--- src/rtl/half_argmax_stream.sv ---
// half_argmax_stream
//
// Streaming FP16 arg-max reducer. It accepts one half-precision element per
// valid/ready beat and reports the largest element of each vector and its
// zero-based position. The ordering matches the pairwise max compare stage:
// a positive value beats a negative one (+0 beats -0), positives order by
// {exp,mant} ascending, and negatives order by {exp,mant} descending. NaN and
// Inf get no special treatment. On a tie the earlier element is kept.
//
// A vector ends on the beat that carries in_last, or on beat VEC_LEN-1,
// whichever comes first. out_len_err is set when those two disagree. After a
// vector ends, the block holds the result until out_ready and accepts no
// input during that time.
//
// Ports:
//   clk          rising-edge clock
//   rst          synchronous reset, active-high
//   in_data      FP16 element (sign[15], exp[14:10], mant[9:0])
//   in_valid     in_data valid
//   in_last      final element of the vector, qualified by in_valid
//   in_ready     block can accept an element
//   out_max      maximum element of the completed vector
//   out_idx      position of out_max within the vector
//   out_len_err  vector length disagreed with VEC_LEN
//   out_valid    result valid
//   out_ready    downstream accepts the result
module half_argmax_stream #(
  parameter int VEC_LEN = 10,
  parameter int IDX_W   = 4
) (
  input  logic             clk,
  input  logic             rst,
  input  logic [15:0]      in_data,
  input  logic             in_valid,
  input  logic             in_last,
  output logic             in_ready,
  output logic [15:0]      out_max,
  output logic [IDX_W-1:0] out_idx,
  output logic             out_len_err,
  output logic             out_valid,
  input  logic             out_ready
);

  typedef enum logic {ACCUM, DONE} state_t;

  localparam logic [IDX_W-1:0] LAST_POS = IDX_W'(VEC_LEN - 1);

  state_t           state, state_next;
  logic [IDX_W-1:0] count;
  logic [15:0]      run_max;
  logic [IDX_W-1:0] run_idx;
  logic [15:0]      cur_max;
  logic [IDX_W-1:0] cur_idx;
  logic             accept;
  logic             at_end;
  logic             terminate;
  logic             take;

  // Returns 1 when a is strictly larger than b under the FP16 sign-magnitude
  // ordering. Bit-identical operands are never "larger", so ties keep the
  // element that came first.
  function automatic logic fp16_gt(input logic [15:0] a, input logic [15:0] b);
    logic gt;
    if (a[15] != b[15])
      gt = b[15];
    else if (!a[15])
      gt = (a[14:0] > b[14:0]);
    else
      gt = (a[14:0] < b[14:0]);
    return gt;
  endfunction

  // State register.
  always_ff @(posedge clk) begin
    if (rst)
      state <= ACCUM;
    else
      state <= state_next;
  end

  // Next-state logic. There is no path from DONE straight into a new
  // vector, because the block always passes through ACCUM first.
  always_comb begin
    state_next = state;
    case (state)
      ACCUM:   if (accept && terminate) state_next = DONE;
      DONE:    if (out_ready)           state_next = ACCUM;
      default: state_next = ACCUM;
    endcase
  end

  // Handshake outputs depend only on the state.
  always_comb begin
    in_ready  = (state == ACCUM);
    out_valid = (state == DONE);
  end

  // Running max including the current beat. The first beat of a vector
  // always loads, whatever the stale contents of run_max are.
  always_comb begin
    accept    = in_valid && in_ready;
    at_end    = (count == LAST_POS);
    terminate = in_last || at_end;
    take      = (count == '0) || fp16_gt(in_data, run_max);
    cur_max   = take ? in_data : run_max;
    cur_idx   = take ? count   : run_idx;
  end

  // Datapath registers. Results are updated only on a terminating beat, so
  // they hold through DONE and after acceptance.
  always_ff @(posedge clk) begin
    if (rst) begin
      count       <= '0;
      run_max     <= 16'h0000;
      run_idx     <= '0;
      out_max     <= 16'h0000;
      out_idx     <= '0;
      out_len_err <= 1'b0;
    end else if (accept) begin
      run_max <= cur_max;
      run_idx <= cur_idx;
      if (terminate) begin
        out_max     <= cur_max;
        out_idx     <= cur_idx;
        out_len_err <= (in_last != at_end);
        count       <= '0;
      end else begin
        count <= count + 1'b1;
      end
    end
  end

endmodule

--- config.mk ---
export PLATFORM = sky130hd
export DESIGN_NAME = half_argmax_stream
export DESIGN_NICKNAME = d
export VERILOG_FILES = /design/src/rtl/half_argmax_stream.sv
export SDC_FILE = /design/constraint.sdc
export NUM_CORES = 1
export LEC_CHECK = 0
export CAP_MARGIN = 20
export CORE_MARGIN = 2
export CORE_UTILIZATION = 50
export CTS_BUF_LIST = sky130_fd_sc_hd__clkbuf_8
export DETAILED_ROUTE_END_ITERATION = 8
export HOLD_SLACK_MARGIN = 0.15
export PLACE_DENSITY = 0.76
export REMOVE_ABC_BUFFERS = 1
export SKIP_CTS_REPAIR_TIMING = 1
export SLEW_MARGIN = 20
export SYNTH_ARGS = -nofsm -noshare
export SYNTH_HDL_FRONTEND = slang
export SYNTH_SLANG_ARGS = --single-unit
--- constraint.sdc ---
create_clock -name clk -period 2.64 [get_ports clk]
set_clock_uncertainty 0.2 [all_clocks]
set_input_delay 0.528 -clock clk [delete_from_list [all_inputs] [get_ports clk]]
set_output_delay 0.528 -clock clk [all_outputs]
set_load 0.01 [all_outputs]
[Word level (Yosys, flattened, before mapping)]
Cells that the tools add are included.
Storage, ports and cells
  bits in registers: 46
  bits in latches: 0
  bits in writable memories: 0
  ROM bits: 0
  input port bits: 21
  output and inout port bits: 23
  logic and storage cells: 28
  memories kept: 0
Operators by class
  $add $sub $neg: 1
  multipliers: 0
  divide/modulo/power cells: 0
  magnitude comparators: 2
  equality and inequality tests: 3
  shift-type cells: 0
  muxes and demuxes: 8
  bitwise operators: 1
  reductions and logical operators: 6
Operators with widths (number)
  16-bit 2-to-1 mux: 1
  15-bit > comparator: 1
  15-bit < comparator: 1
  4-bit 2-to-1 mux: 2
  4-bit by 1-bit adder with 4-bit output (second input constant): 1
  4-bit equality test (second input constant): 1
  4-bit logical NOT: 1
  1-bit 2-to-1 mux: 4
  1-bit logical AND: 2
  1-bit logical OR: 2
  1-bit inequality test: 2
  1-bit one-hot mux with 2 select lines: 1
  2-bit AND reduction: 1
  1-bit inverter: 1

[Longest topological paths before layout]
  word-level depth: 5
  gate-level depth with buffers: 10
  depth with buffers taken out: 8

[Worst setup path after synthesis]
Ideal clock, no wire load.
  path kind: input to register
  start: input in_data[13]
  end: register run_max[10]
  setup time: 0.072 ns
  arrival time: 2.195 ns
  required time: 2.368 ns
  path slack: 0.173 ns
  stages on the path: 9
  path buffers: 2
  cell sequence: ha_1 > nand4_2 > o21bai_1 > nor3_1 > a21bo_1 > o211a_1 > buf_6 > buf_6 > mux2i_1
Between the ends
  cells in the longest elaborated chain, start to end: 5
  elaborated cells between the ends (all ways): 6
  classes of those cells: order compare: 2; mux: 3; reduce/logical: 1
Ends and longest elaborated chain
  from (decl): line 33  | input logic [15:0] in_data,
  15-bit > comparator or 15-bit < comparator (tied branches): line 67, 69
  1-bit 2-to-1 mux (*): line 66  | else if (!a[15])
  1-bit 2-to-1 mux (*): line 64  | if (a[15] != b[15])
  1-bit logical OR (*): line 104  | take = (count == '0) || fp16_gt(in_data, run_max);
  16-bit 2-to-1 mux (*): line 105  | cur_max = take ? in_data : run_max;
  to (signal assigned): line 120  | run_max <= cur_max;
  to (decl): line 50  | logic [15:0] run_max;
Every way passes the cells marked *; elsewhere a longest branch is shown, timed or not.
A chain may end at the register's enable or synchronous reset.

[Worst setup path after layout]
  start: input in_data[4]
  end: register out_max[10]
Between the ends
  cells in the longest elaborated chain, start to end: 5
  elaborated cells between the ends (all ways): 6
  classes of those cells: order compare: 2; mux: 3; reduce/logical: 1
Ends and longest elaborated chain
  15-bit > comparator or 15-bit < comparator (tied branches): line 67, 69
  1-bit 2-to-1 mux (*): line 66
  1-bit 2-to-1 mux (*): line 64
  1-bit logical OR (*): line 104
  16-bit 2-to-1 mux (*): line 105
  to (signal assigned): line 123  | out_max <= cur_max;
  to (decl): line 37  | output logic [15:0] out_max,
Marked as above.

==> metrics.md <==
| Metric | Value |
|---|---|
| Cell count after synthesis | between 300 and 400 |
| Die area | 0.00596 mm^2 |
| Die W | just under 80 um |
| Final Hold Fails | 0 |
| Via count | ~2,600 |
| Area grow syn2layout | 37.6% |
| Largest net degree at the start of global routing | 33 |
| Min Tclk post-route | approximately 2.5 ns |
| Routed WL | between 7000 and 8000 um |
| Max-slew violation count | 0 |
| Tcrit/Tclk final | 0.964 |
| CP max stage delay | approximately 0.43 ns |
| Setup TNS | 0 ns |
| Setup crit start | in_data[4] |
| Most used routing layer | met2 |
| Clk network pwr share | 0.232 |
| Final setup violation count | 0 |
| Initial antenna violation count | 0 |
| Global-route wire length before repair | approximately 12,000 um |
| Tot GR Track Use | 0.237 |
| Ys Warns | 0 |
| Vias in the first global route | roughly 2,400 |
| Crit path arrival time | roughly 2.5 ns |
| First DRT Iteration DRCs | between 150 and 200 |
| HPWL Detailed | ~5000 um |
| Io pins | between 40 and 50 |
| # port buffers | between 40 and 50 |
| Type of the worst min-delay path | flop to flop |
| Drt via density | approximately 5.8 |
| RSZ-0062 raised after global routing | yes |
| Row cnt | 26 |
| Worst setup path endpoint | out_max[10] |
| Routed Antenna Nets | 0 |
| Status | completed |
| Net Sw Power | about 570 uW |
| Cell taking the most area after synthesis | dfxtp_1 |
| H-Tree Level Count | 2 |
| Power density over the cells | between 400 and 500 mW/mm^2 |
| Placer Congestion | 0.836 |
| Die height | roughly 77 um |
| DR pass1 iterations | 4 |
| Leak Pwr | 0.00149 uW |
| Worst path most repeated cell | buf_4 |
| Met2 Use GR | 0.408 |
| Synth top area share | 0.344 |
| Critical path type | primary input to flop |
| Sw Ratio | 0.324 |
| Core Area | just over 0.005 mm^2 |
| Relative slew slack | 0.451 |
| Share of layout cells above drive strength 1 | 0.202 |
| Worst R2R Path Depth | 9 |
| TritonCTS clock tree | built |
| Max Fclk | approximately 390 MHz |
| Nets@finish | 417 |
| Design Area, Final | 0.00369 mm^2 |
| Initial Utilization | 0.521 |
| Mean post-synth cell area | 8.73 um^2 |
| Reg2reg setup slack | around 0.30 ns |
| Reg2reg end | run_idx[3] |
| Post-synthesis cell type count | 39 |
| Met3 Use GR | 0.0282 |
| Reg2Reg Launch Point | run_max[13] |
| Most used DFF post-synth | dfxtp_1 |
| Synth Cell Area | ~0.0027 mm^2 |
| VDD IR-drop max | between 200 and 300 uV |
| Average wire per standard cell | 15.9 um |
| Logic pwr share | 0.322 |
| Share of the yosys chip area belonging to registers | 0.344 |
| Overall power | roughly 1800 uW |
| Crit-path max FO | 7 |
| Async SR Flop Fraction | 0 |
| Clk_lat worst skew | about 0.29 ns |
| DP Area | 0.00343 mm^2 |
| Top cells by area, synth | dfxtp_1 (34%), ha_1 (8.9%), nand2b_1 (8.2%) |
| Clk root buf | clkbuf_8 |
| Max-cap violation count | 0 |
| Post-synth EDFFs | 0 |
| Diodes inserted | 0 |
| Deepest clock path buffer count | 2 |
| GRT overflow | 0 |
| Cells along the critical path | clkdlybuf4s50_1 > ha_1 > nand4_1 > a21oi_2 > o21ai_2 > buf_4 > a21o_1 > buf_4 > o2111ai_1 > nand3_1 |
| Clock-pin slew on the worst setup and hold paths | ~0.09 ns |
| Clock sinks | 46 |
| CP Launch Type | primary input |
| Worst-margin pin slew | just over 0.8 ns |
| Num CTS Buffers | 5 |
| Reg power frac | 0.446 |
| Met1 Use GR | 0.325 |
| Setup crit end kind | flop |
| Worst hold margin | approximately 0.24 ns |
| Slowest CP cell | clkdlybuf4s50_1 |
| Yosys reg bits | 46 |
| DRC viols | 0 |
| Req. time, crit path | approximately 2.6 ns |
| Pint | between 1000 and 1500 uW |
-- metrics by stage --
| step | util | worst slack, ns | cells |
|---|---|---|---|
| floorplan | - | -1.94 | 282 |
| global placement | 0.667 | -0.355 | 440 |
| detailed placement | 0.667 | -0.413 | 440 |
| CTS | 0.682 | -0.129 | 447 |
| global route | 0.717 | -0.0104 | 447 |
| finish | 0.717 | 0.0961 | 447 |
-- per-layer routing --
layer  part of all wire  vias to the layer above  routed length, um
met5                  0                        -                  0
met4             0.0046                        0                 33
met3              0.048                        4                342
met2               0.49                       74               3510
met1               0.45                     1245               3230
li1                   -                     1274                  -
-- kinds of logic after synthesis --
family	share of synthesized area
compound gates	0.176
flops	0.344
buf+inv	0.0701
simple gates	0.248
mux	0.0635
fa+ha+maj	0.0887
xor+xnor	0.00981
-- registers in the layout, summed over array words and instances, names as in the netlist --
name	count
run_max	16
run_idx	4
out_idx	4
count	4
out_valid	1
out_max	16
out_len_err	1
-- synthesized netlist by cell type (3+ instances only) --
| cell type | count |
|---|---|
| o2111ai_1 | 17 |
| nand2_1 | 14 |
| dfxtp_1 | 46 |
| clkbuf_1 | 19 |
| nor3_1 | 3 |
| nor2_1 | 11 |
| ha_1 | 19 |
| nand2b_1 | 35 |
| inv_1 | 20 |
| nand4_1 | 21 |
| nand3_1 | 22 |
| mux2i_1 | 17 |
| a32oi_1 | 17 |
| a21oi_1 | 10 |
| nand3b_1 | 4 |
| buf_2 | 3 |
-- area by class of cell --
class / count / area (um^2)
Fill cell: 435 / 1450
Sequential cell: 46 / 921
Clock buffer: 5 / 68.8
Multi-Input combinational cell: 216 / 1730
Clock inverter: 2 / 7.51
Tap cell: 70 / 87.6
Inverter: 20 / 75.1
Timing Repair Buffer: 88 / 793
-- worst max-delay path, delay by kind of cell --
| family | cells | cell delay, ns |
|---|---|---|
| buffers and inverters | 3 | 0.75 |
| adders and majority gates | 1 | 0.31 |
| and+or+nand+nor | 2 | 0.26 |
| AOI/OAI and AO/OA | 4 | 0.67 |
-- worst min-delay path by stage --
stage,from,end,cells after the start
floorplan,run_idx[0],run_idx[0],2
global placement,out_max[15],out_max[15],2
detailed placement,out_max[15],out_max[15],2
CTS,out_max[15],out_max[15],2
global route,out_max[15],out_max[15],2
finish,out_max[15],out_max[15],2
-- power groups by stage --
stage	clock network, uW	logic, uW	registers (uW)
final	406	565	783
after global routing	437	613	789
after CTS	412	505	781
after detailed placement	0	503	797
after global placement	0	493	796
after floorplan	0	233	800
-- layout by cell type, fill, tap and decap left out, types with 3 or more instances in the layout --
cell type	Yosys	layout
a21oi_1	10	7
a21oi_2	0	3
a32oi_1	17	17
buf_4	0	43
clkbuf_8	0	5
clkdlybuf4s50_1	0	36
dfxtp_1	46	46
dlymetal6s2s_1	0	7
ha_1	19	14
ha_4	0	5
inv_1	20	22
mux2i_1	17	17
nand2_1	14	13
nand2b_1	35	35
nand3_1	22	22
nand3b_1	4	4
nand4_1	21	21
nor2_1	11	11
nor3_2	2	3
o2111ai_1	17	12
o2111ai_2	0	5
Power figures use the tool's default switching activity.
